**src/rtl/riscv_mem_arbiter.sv**
```systemverilog
// Shares one variable-latency memory bus between the RV32I fetch and load/store ports.
// Data wins arbitration unless fetch has been passed over STARVE_MAX times; a watchdog aborts hung accesses.
module riscv_mem_arbiter #(
    parameter int TIMEOUT    = 255,
    parameter int STARVE_MAX = 4
) (
    input  logic        clk,
    input  logic        clrn,
    input  logic        i_req,
    input  logic [31:0] i_addr,
    output logic [31:0] i_rdata,
    output logic        i_ack,
    output logic        i_err,
    input  logic        d_req,
    input  logic [31:0] d_addr,
    input  logic [3:0]  d_we,
    input  logic [31:0] d_wdata,
    output logic [31:0] d_rdata,
    output logic        d_ack,
    output logic        d_err,
    output logic        m_req,
    output logic [31:0] m_addr,
    output logic [3:0]  m_we,
    output logic [31:0] m_wdata,
    input  logic [31:0] m_rdata,
    input  logic        m_ready,
    output logic        grant_d
);

    typedef enum logic [1:0] {IDLE, BUSY_I, BUSY_D} state_t;

    localparam logic [15:0] LP_TO_LAST   = 16'(TIMEOUT - 1);
    localparam logic [7:0]  LP_STARVE_MX = 8'(STARVE_MAX);

    state_t      r_state, w_state;
    logic [15:0] r_toCnt, w_toCnt;
    logic [7:0]  r_starveCnt, w_starveCnt;
    logic [31:0] r_iRdata, w_iRdata;
    logic [31:0] r_dRdata, w_dRdata;
    logic        r_iAck, w_iAck, r_iErr, w_iErr;
    logic        r_dAck, w_dAck, r_dErr, w_dErr;
    logic        r_mReq, w_mReq;
    logic [31:0] r_mAddr, w_mAddr;
    logic [3:0]  r_mWe, w_mWe;
    logic [31:0] r_mWdata, w_mWdata;
    logic        r_grantD, w_grantD;

    // A port in its ack cycle is not eligible, which stops a held request being granted twice.
    logic w_iElig, w_dElig, w_pickI;
    assign w_iElig = i_req & ~r_iAck;
    assign w_dElig = d_req & ~r_dAck;
    assign w_pickI = w_iElig & (~w_dElig | (r_starveCnt == LP_STARVE_MX));

    always_comb begin
        w_state     = r_state;
        w_toCnt     = r_toCnt;
        w_starveCnt = r_starveCnt;
        w_iRdata    = r_iRdata;
        w_dRdata    = r_dRdata;
        w_iAck      = 1'b0;
        w_iErr      = 1'b0;
        w_dAck      = 1'b0;
        w_dErr      = 1'b0;
        w_mReq      = r_mReq;
        w_mAddr     = r_mAddr;
        w_mWe       = r_mWe;
        w_mWdata    = r_mWdata;
        w_grantD    = r_grantD;

        unique case (r_state)
            IDLE: begin
                if (w_pickI) begin
                    w_mAddr     = i_addr;
                    w_mWe       = 4'b0000;
                    w_mWdata    = 32'h0;
                    w_mReq      = 1'b1;
                    w_grantD    = 1'b0;
                    w_toCnt     = 16'h0;
                    w_starveCnt = 8'h0;
                    w_state     = BUSY_I;
                end else if (w_dElig) begin
                    w_mAddr  = d_addr;
                    w_mWe    = d_we;
                    w_mWdata = d_wdata;
                    w_mReq   = 1'b1;
                    w_grantD = 1'b1;
                    w_toCnt  = 16'h0;
                    w_state  = BUSY_D;
                    if (!i_req) begin
                        w_starveCnt = 8'h0;
                    end else if (r_starveCnt != LP_STARVE_MX) begin
                        w_starveCnt = r_starveCnt + 8'h1;
                    end
                end
            end
            BUSY_I, BUSY_D: begin
                if (m_ready || (r_toCnt == LP_TO_LAST)) begin
                    w_mReq  = 1'b0;
                    w_toCnt = 16'h0;
                    w_state = IDLE;
                    if (r_state == BUSY_D) begin
                        w_dAck = 1'b1;
                        w_dErr = ~m_ready;
                        if (!m_ready) begin
                            w_dRdata = 32'h0;
                        end else if (r_mWe == 4'b0000) begin
                            w_dRdata = m_rdata;
                        end
                    end else begin
                        w_iAck = 1'b1;
                        w_iErr = ~m_ready;
                        w_iRdata = m_ready ? m_rdata : 32'h0;
                    end
                end else begin
                    w_toCnt = r_toCnt + 16'h1;
                end
            end
            default: begin
                w_state = IDLE;
            end
        endcase
    end

    // Every output is a register, so reset clears the bus request without waiting for an edge.
    always_ff @(posedge clk or posedge clrn) begin
        if (clrn) begin
            r_state     <= IDLE;
            r_toCnt     <= 16'h0;
            r_starveCnt <= 8'h0;
            r_iRdata    <= 32'h0;
            r_dRdata    <= 32'h0;
            r_iAck      <= 1'b0;
            r_iErr      <= 1'b0;
            r_dAck      <= 1'b0;
            r_dErr      <= 1'b0;
            r_mReq      <= 1'b0;
            r_mAddr     <= 32'h0;
            r_mWe       <= 4'b0000;
            r_mWdata    <= 32'h0;
            r_grantD    <= 1'b0;
        end else begin
            r_state     <= w_state;
            r_toCnt     <= w_toCnt;
            r_starveCnt <= w_starveCnt;
            r_iRdata    <= w_iRdata;
            r_dRdata    <= w_dRdata;
            r_iAck      <= w_iAck;
            r_iErr      <= w_iErr;
            r_dAck      <= w_dAck;
            r_dErr      <= w_dErr;
            r_mReq      <= w_mReq;
            r_mAddr     <= w_mAddr;
            r_mWe       <= w_mWe;
            r_mWdata    <= w_mWdata;
            r_grantD    <= w_grantD;
        end
    end

    assign i_rdata = r_iRdata;
    assign i_ack   = r_iAck;
    assign i_err   = r_iErr;
    assign d_rdata = r_dRdata;
    assign d_ack   = r_dAck;
    assign d_err   = r_dErr;
    assign m_req   = r_mReq;
    assign m_addr  = r_mAddr;
    assign m_we    = r_mWe;
    assign m_wdata = r_mWdata;
    assign grant_d = r_grantD;

endmodule

```
**config.mk**
```make
export PLATFORM = sky130hd
export DESIGN_NAME = riscv_mem_arbiter
export DESIGN_NICKNAME = d
export VERILOG_FILES = /design/src/rtl/riscv_mem_arbiter.sv
export SDC_FILE = /design/constraint.sdc
export NUM_CORES = 1
export LEC_CHECK = 0
export ABC_AREA = 1
export CAP_MARGIN = 30
export CORE_MARGIN = 2
export CORE_UTILIZATION = 45
export DETAILED_ROUTE_END_ITERATION = 7
export HOLD_SLACK_MARGIN = 0.1
export PLACE_DENSITY = 0.81
export SYNTH_ARGS = -nofsm -noshare
export SYNTH_HDL_FRONTEND = slang
export SYNTH_SLANG_ARGS = --single-unit
```
**constraint.sdc**
```tcl
create_clock -name clk -period 6.7 [get_ports clk]
set_input_delay 0.67 -clock clk [delete_from_list [all_inputs] [get_ports clk]]
set_output_delay 0.67 -clock clk [all_outputs]
set_load 0.02 [all_outputs]
```
==> Word level (Yosys, flattened, before mapping) <==
Index checks and enable logic that the tools add are counted.
{ "word_totals": {"wordCells": 85, "out_inout_bits": 138, "inputBits": 137, "ff_bits": 164} }
{ "op_classes": {"n_bitwise": 9, "n_mux": 38, "reduce_logical": 13, "add_sub_neg": 2, "n_eq_ne": 9} }
{ "op_table": {"columns": ["cell", "count"], "rows": [
  ["$mux 32", 7],
  ["$mux 16", 3],
  ["$mux 8", 4],
  ["$pmux 16 s2", 1],
  ["$add 16x1->16 const B", 1],
  ["$eq 16x8->1 const B", 1],
  ["$mux 1", 16],
  ["$reduce_and 3->1", 3],
  ["$add 8x1->8 const B", 1],
  ["$eq 8x3->1 const B", 1],
  ["$mux 4", 2],
  ["$ne 8x3->1 const B", 1],
  ["$mux 2", 3],
  ["$reduce_and 2->1", 3],
  ["$not 1->1", 5],
  ["$logic_not 4->1", 1],
  ["$pmux 2 s2", 1],
  ["$reduce_and 4->1", 1],
  ["$reduce_bool 2->1", 2],
  ["$and 1x1->1", 3],
  ["$ne 3x1->1 const B", 1],
  ["$ne 3x3->1 const B", 1],
  ["$eq 2x1->1 const B", 1],
  ["$eq 2x2->1 const B", 1],
  ["other kinds (7)", 7]
]} }

==> Depth between registers and ports, before layout <==
Gate-level depths: netlist of the first run.
{ "depth": {"depth_word": 7, "ltp_mapped": 11, "ltp_nobuf": 10} }

==> Worst setup path before layout of the first run <==
OpenSTA, ideal clock, no wires.
{ "synth_path": {"path_kind": "input -> register", "from": "input port i_req", "to": "register r_toCnt[4]", "required_ps": 6579, "cell_stages": 9, "slack_ps": 4947, "setup_time_ps": 121, "t_arrival_ps": 1632, "n_path_buf": 2, "cell_sequence": "buf_4 nand2_1 nand2_1 nand2_1 nand2_1 buf_4 nand2_1 xor2_1 nor2_1"} }
{ "synth_via": {"elab_chain_cells": 4, "elab_cells_between_ends": 6, "cone_classes": "eq/ne: 1; mux: 2; bitwise: 2; reduce/logical: 1"} }
{ "synth_lines": {"columns": ["element", "line", "rtl"], "rows": [
  ["from (decl)", "9", "input logic i_req,"],
  ["$and 1x1->1 *", "50", "assign w_iElig = i_req & ~r_iAck;"],
  ["$and 1x1->1 *", "52", "assign w_pickI = w_iElig & (~w_dElig | (r_starveCnt == LP_STARVE_MX));"],
  ["$mux 16 or $ne 3x3->1 (tied branches)", null, null],
  ["$pmux 16 s2 or $reduce_and 2->1 (tied branches)", null, null],
  ["to (signal assigned)", "143", "r_toCnt <= w_toCnt;"],
  ["to (decl)", "36", "logic [15:0] r_toCnt, w_toCnt;"]
]} }
Mark *: on every way between the ends. The rest lies on a longest branch, timed or not.
A chain may end at the register's enable or synchronous reset.

==> Worst setup path in the final report of the first run <==
{ "layout_path": {"from": "input port i_req", "to": "register r_toCnt[3]"} }
The elaborated chain is that of the path after synthesis.

==> results of run 1 <==
==> registers in the layout, summed over array words and instances (netlist names), 2 cells and up <==
signal	cells
r_toCnt	16
r_starveCnt	8
m_wdata	32
m_we	4
i_rdata	32
r_state	2
d_rdata	32
m_addr	32
==> cell families (layout without fill, tap and decap cells) <==
group / Yosys count / count (layout) / synth area share [%]
XOR/XNOR: 7 / 7 / 0.828
AND/OR/NAND/NOR: 558 / 558 / 31.5
buffers and inverters: 122 / 392 / 7.15
AO/OA/AOI/OAI: 54 / 54 / 3.92
adder cells (fa/ha/maj): 7 / 7 / 1.18
flip-flops: 164 / 164 / 55.4
==> cell type report <==
class | instances | area [um2] | area share, %
clock buffers | 19 | 433 | 3.97
repair buffers | 282 | 2880 | 26.4
well taps | 216 | 270 | 2.48
flip-flops and latches | 164 | 4100 | 37.6
clock inverters | 13 | 148 | 1.35
inverters | 78 | 298 | 2.73
multi-input cells | 626 | 2780 | 25.5
==> per-layer routing <==
metal  GRT usage, %  up-vias  part of all wire [%]  routed length, um
li1               -     3374                     -                  -
met1           31.5     3181                    43               8930
met2           40.6      238                    49              10300
met3           5.96       26                   6.4               1340
met4           8.84        0                   2.3                485
met5              0        -                     0                  0
==> worst reg2reg max path, delay by kind of cell (launching register included) <==
family                     cells  cell delay (ps)
and+or+nand+nor                7             1710
buffers and inverters          1              100
DFF                            1              420
adders and majority gates      1              160
==> power groups by stage <==
stage	clock, mW	combinational [mW]	sequential, mW
floorplan	0	0.933	2.08
global placement	0	2.45	1.62
detailed placement	0	2.56	1.63
CTS	0.981	2.57	1.62
global route	1.03	2.76	1.67
finish	0.962	2.55	1.62
==> stage by stage <==
stage / total power, mW / std cells / hold WS [ps] / cell area [um2]
finish: 5.13 / 1398 / 469 / 10900
global route: 5.45 / 1398 / 488 / 10900
CTS: 5.17 / 1398 / 474 / 10900
detailed placement: 4.19 / 1366 / 457 / 10300
global placement: 4.07 / 1362 / 453 / 10200
floorplan: 3.01 / 912 / 442 / 7410
==> path summary, 6_finish.rpt <==
path / from / endpoint / slack (ps) / depth (start not counted)
setup / recovery: i_req / r_toCnt[3] / 3760 / 9
hold / removal: i_rdata[30] / i_rdata[30] / 470 / 2
setup reg to reg: r_toCnt[0] / i_rdata[19] / 4190 / 9
hold reg to reg: i_rdata[30] / i_rdata[30] / 470 / 2
max in group asynchronous: clrn / r_starveCnt[7] / 4760 / 4
min in group asynchronous: clrn / d_rdata[10] / 530 / 2
==> placed cells by master (no fill, tap or decap), types with 5 or more instances in the layout <==
master                              n
sky130_fd_sc_hd__ha_1               7
sky130_fd_sc_hd__inv_6              6
sky130_fd_sc_hd__a21oi_1            8
sky130_fd_sc_hd__xor2_1             6
sky130_fd_sc_hd__nand4_1           40
sky130_fd_sc_hd__clkbuf_16         17
sky130_fd_sc_hd__nand2_1          412
sky130_fd_sc_hd__nand3_1           56
sky130_fd_sc_hd__inv_1             71
sky130_fd_sc_hd__nor2_1            35
sky130_fd_sc_hd__o21ai_1           32
sky130_fd_sc_hd__dfrtp_1          164
sky130_fd_sc_hd__o21ai_0           10
sky130_fd_sc_hd__inv_2              5
sky130_fd_sc_hd__clkdlybuf4s50_1  274
==> parameters.txt, run 1 <==
Parameter                              Value

Floorplan
  Width of the chip ... between 100 and 150 um
  Overall die area ... 17500 um2
  Floorplan core area ... 16000 um2
  Starting density of the core ... 46.3%
  Die Height ... 132 um
  Number of placement rows ... 46
  I/O pin count ... 275

Drt
  Detailed router's first-iteration violation count ... 477
  Pre-Repair DR Iteration Count ... 4
  Antenna Violating Nets Remaining ... 0
  DRC violations left ... 0
  Routed wire per std cell ... between 15 and 20 um
  Via-to-Cell Ratio ... 4.88
  Total routed wirelength ... 21.0 mm
  Via count of the routed design ... 6819

Power and ir drop
  Share of power burned in the clock network ... between 10% and 20%
  Register share of total power ... between 30% and 40%
  Net Switching ... approximately 2.1 mW
  Switching power share of the total ... 41.6%
  Pwr Density ... 471 nW/um2
  Static Leakage ... 5.35 nW
  Pint ... roughly 3.0 mW
  Peak supply drop ... about 0.24 mV
  Combinational share of power ... roughly 50%

Timing
  Tightest Pin Transition ... 841 ps
  Highest clock frequency the design can meet ... between 0.3 and 0.4 GHz
  Unrepaired setup endpoints after global routing ... false
  Shortest clock period the worst path allows after layout ... 2940 ps
  Clk_skew ... 15.2 ps
  Final setup viols ... 0
  Setup TNS after final layout ... 0 ps
  Normalized max-slew margin ... 43.8%
  Final Max Tran Viols ... 0
  Share of the cycle needed by the critical path after routing ... 43.8%
  Number of failing hold endpoints at the final stage ... 0
  Worst Slack Setup Final ... 3760 ps

Global routing
  Overflow left after global routing ... 0
  Total GRT Usage ... 24.5%
  Antenna violations before repair ... 0
  Pin count of the biggest net entering global routing ... 98
  Via count of the first global-routing pass ... 6765
  First-pass GRT wire length ... about 34 mm

Layout
  Antenna cell count ... 0
  Core occupancy in the finished layout ... 68.1%
  Layout cell share with drive strength beyond 1 ... 4.82%
  Net count, final ... 1313
  Area added between synthesis and finish ... 47.2%
  Final-layout fill cell count ... 1292

Synthesis
  Most area-hungry cell type in the Yosys netlist ... sky130_fd_sc_hd__dfrtp_1
  Most instantiated cells after synthesis ... 413 x sky130_fd_sc_hd__nand2_1, 164 x sky130_fd_sc_hd__dfrtp_1, 72 x sky130_fd_sc_hd__inv_1, 56 x sky130_fd_sc_hd__nand3_1, 40 x sky130_fd_sc_hd__nand4_1
  Combined area of all synthesized cells ... between 7000 and 8000 um2
  EDFF count, synth ... 0
  Top-count cell post-synth ... sky130_fd_sc_hd__nand2_1
  Post-synthesis sequential area ratio ... 55.4%
  Top-area cell type share of the netlist area ... 55.4%
  Mapped Nets ... 1056
  Total of warnings raised by yosys ... 0
  Synthesized instance count ... between 900 and 1000
  Post-synthesis register bit count ... 164
  Most instantiated flip-flop cell in the synthesis netlist ... sky130_fd_sc_hd__dfrtp_1
  Synth top area cells ... sky130_fd_sc_hd__dfrtp_1 55%, sky130_fd_sc_hd__nand2_1 21%, sky130_fd_sc_hd__nand3_1 3.8%
  Proportion of register bits with asynchronous set or reset after synthesis ... 100%
  Count of unique library cells instantiated by Yosys ... 31
  Average size of a mapped cell ... 8.12 um2

Setup path
  Largest stage delay, worst path ... around 600 ps
  Cell breakdown of the critical path ... clkdlybuf4s50_1 -> nand2_1 -> nand2_1 -> nand2_2 -> buf_4 -> nand2_1 -> nand2_1 -> inv_2 -> nor2_1
  Critical path's slowest cell ... sky130_fd_sc_hd__clkdlybuf4s50_1
  Sort of element at the end of the critical path ... flop
  Largest delay contributor family on the critical path ... buffers and inverters
  Arrival @ worst endpoint ... 3270 ps
  Worst path most repeated cell ... sky130_fd_sc_hd__nand2_1
  Buffers & Inverters on Critical Path ... 3
  Required time of the worst setup path ... 7040 ps
  Worst-path fanout max ... slightly below 70
  Element type at the critical path start ... input port
  Type of the setup path with the least slack ... in2reg

Clock network
  Clock network latency to the later pin of the worst-skew pair ... 420 ps
  # hold bufs at CTS ... 0
  Buffers from clock root to sink, at most ... 2
  Post-cts resize count ... 0
  Root cell of the clock tree ... sky130_fd_sc_hd__clkbuf_16
  CTS Buf Count ... 17
  Clock tree from TritonCTS ... done
  Clock sinks ... between 150 and 200
  Setup repair bufs after CTS ... 0
  Number of H-tree branching levels ... 4
  Clock slew at reported path FFs ... about 60 ps

Placement
  Count of buffers inserted at the top-level ports ... 274
  Worst setup slack before clock tree synthesis ... 3300 ps
  DPL Wire Length ... 14.6 mm
  Gp weighted congestion ... 0.850

Worst hold path
  HP Class ... reg2reg

Run status
  Result of the run ... completed

Flow run
  Max-cap violations ... 0
Note: power is estimated with default switching activity, not from simulation.
==> run 2, diff against run 1 <==
--- a/config.mk
+++ b/config.mk
@@ -8,10 +8,10 @@
 export ABC_AREA = 1
 export CAP_MARGIN = 30
 export CORE_MARGIN = 2
-export CORE_UTILIZATION = 45
+export CORE_UTILIZATION = 40
 export DETAILED_ROUTE_END_ITERATION = 7
 export HOLD_SLACK_MARGIN = 0.1
-export PLACE_DENSITY = 0.81
+export PLACE_DENSITY = 0.76
 export SYNTH_ARGS = -nofsm -noshare
 export SYNTH_HDL_FRONTEND = slang
 export SYNTH_SLANG_ARGS = --single-unit
==> constraint.sdc (replaced) <==
create_clock -name clk -period 2.6 [get_ports clk]
set_input_delay 0.26 -clock clk [delete_from_list [all_inputs] [get_ports clk]]
set_output_delay 0.26 -clock clk [all_outputs]
set_load 0.02 [all_outputs]
==> parameters.txt, run 2 (synthesized netlist as in run 1, its figures left out) <==
Parameter                              Value

Run status
  Result of the run ... finished, violations left
  Violated checks ... DRC

Timing
  Final Max Tran Viols ... 0
  Tightest Pin Transition ... between 700 and 800 ps
  Highest clock frequency the design can meet ... 0.476 GHz
  Clk_skew ... 10.0 ps
  Share of the cycle needed by the critical path after routing ... 80.8%
  Normalized max-slew margin ... 50.8%
  Number of failing hold endpoints at the final stage ... 0
  Setup TNS after final layout ... 0 ps
  Final setup viols ... 0
  Shortest clock period the worst path allows after layout ... 2100 ps
  Unrepaired setup endpoints after global routing ... false

Clock network
  Post-cts resize count ... 0
  # hold bufs at CTS ... 0
  Setup repair bufs after CTS ... 0
  CTS Buf Count ... 17
  Clock slew at reported path FFs ... 70 ps
  Number of H-tree branching levels ... 4
  Root cell of the clock tree ... sky130_fd_sc_hd__clkbuf_16
  Clock tree from TritonCTS ... done
  Clock sinks ... 164
  Clock network latency to the later pin of the worst-skew pair ... 420 ps
  Buffers from clock root to sink, at most ... 2

Flow run
  Max-cap violations ... 0

Layout
  Commonest non-fill, non-tap cells in the layout ... 412 x sky130_fd_sc_hd__nand2_1, 274 x sky130_fd_sc_hd__clkdlybuf4s50_1, 164 x sky130_fd_sc_hd__dfrtp_1
  Layout cell share with drive strength beyond 1 ... 5.55%
  Net count, final ... 1321
  Antenna cell count ... 0
  Area added between synthesis and finish ... 48.0%
  Final instance area ... approximately 11000 um2
  Most frequent standard cell in the layout excluding fill and tap cells ... sky130_fd_sc_hd__nand2_1
  Final-layout fill cell count ... 1640

Floorplan
  Number of placement rows ... a little under 50
  Floorplan core area ... around 18000 um2
  Die Height ... 140 um
  I/O pin count ... 275
  Starting density of the core ... 41.0%
  Width of the chip ... 140 um
  Overall die area ... around 20000 um2

Placement
  DPL Wire Length ... 14.8 mm
  Count of buffers inserted at the top-level ports ... 274
  Placed cell area ... 10400 um2
  Gp weighted congestion ... 0.891

Setup path
  Arrival @ worst endpoint ... roughly 2500 ps
  Sort of element at the end of the critical path ... flop
  Type of the setup path with the least slack ... reg2reg
  Required time of the worst setup path ... between 2000 and 3000 ps
  Worst-path fanout max ... 68
  Element type at the critical path start ... flop

Power and ir drop
  Combinational share of power ... 49.1%
  Register share of total power ... between 30% and 40%
  Net Switching ... 5.43 mW
  Peak supply drop ... between 0.5 and 0.6 mV
  Switching power share of the total ... around 40%
  Pint ... a little under 8 mW
  Static Leakage ... 5.38 nW
  Pwr Density ... 1200 nW/um2
  Share of power burned in the clock network ... 19.2%

Drt
  Routed wire per std cell ... approximately 15 um
  DRC violations left ... 26
  Via count of the routed design ... 6811
  Total routed wirelength ... 21.0 mm
  Detailed router's first-iteration violation count ... 450
  Via-to-Cell Ratio ... 4.80
  Antenna Violating Nets Remaining ... 0
  Pre-Repair DR Iteration Count ... 8

Global routing
  Via count of the first global-routing pass ... 6738
  Pin count of the biggest net entering global routing ... 78
  Overflow left after global routing ... 0
  Antenna violations before repair ... 0
  First-pass GRT wire length ... roughly 34 mm
  Total GRT Usage ... a little over a fifth

Worst hold path
  HP Class ... in2async
## run 2: area by class of cell
class,count,area (um2),area share (%)
flip-flops and latches,164,4100,37.4
repair buffers,290,2900,26.5
multi-input cells,626,2780,25.3
clock buffers,21,470,4.29
inverters,78,297,2.71
well taps,229,287,2.61
clock inverters,11,128,1.16
## run 2: per-layer routing
| layer | wire length, um | track usage (%) | up-vias |
|---|---|---|---|
| li1 | - | - | 3388 |
| met1 | 9140 | 27.6 | 3179 |
| met2 | 9980 | 36.8 | 220 |
| met3 | 1400 | 6.02 | 24 |
| met4 | 435 | 6.91 | 0 |
| met5 | 0 | 0 | - |
## run 2: path summary, 6_finish.rpt
kind / startpoint / end / slack, ps / cells after the start
max: r_starveCnt[0] / m_addr[25] / 500 / 10
max reg2reg: r_starveCnt[0] / m_addr[25] / 500 / 10
min reg2reg: i_rdata[0] / i_rdata[0] / 470 / 2
min: clrn / m_wdata[30] / 320 / 3
max in group asynchronous: clrn / m_addr[11] / 1870 / 3
min in group clk: d_wdata[24] / m_wdata[24] / 370 / 3
## run 2: per-stage QoR
stage | total power, mW | cells | hold WS (ps) | setup slack [ps] | utilization (%)
after floorplan | 7.76 | 912 | 370 | 255 | -
after global placement | 10.6 | 1387 | 453 | 524 | 57.3
after detailed placement | 10.7 | 1387 | 457 | 431 | 57.3
after CTS | 13.3 | 1419 | 313 | 461 | 60.6
after global routing | 14.0 | 1419 | 332 | 324 | 60.6
final | 13.2 | 1419 | 316 | 500 | 60.6
## run 2: power by group through the flow
stage,Combinational [mW],Clock (mW),Sequential (mW)
final,6.48,2.52,4.18
after global routing,7.06,2.69,4.30
after CTS,6.56,2.59,4.17
after detailed placement,6.55,0,4.19
after floorplan,2.41,0,5.35
after global placement,6.45,0,4.17
## run 2: worst max-delay path: stages, from the launching register on
cell                      delay (ps)
sky130_fd_sc_hd__dfrtp_1         460
sky130_fd_sc_hd__inv_1           110
sky130_fd_sc_hd__ha_1            210
sky130_fd_sc_hd__nand3_2         100
sky130_fd_sc_hd__o21ai_4         100
sky130_fd_sc_hd__nand2_4         110
sky130_fd_sc_hd__nand2_4          60
sky130_fd_sc_hd__inv_2            40
sky130_fd_sc_hd__buf_4           550
sky130_fd_sc_hd__nand2_1         140
sky130_fd_sc_hd__nand3_1         110
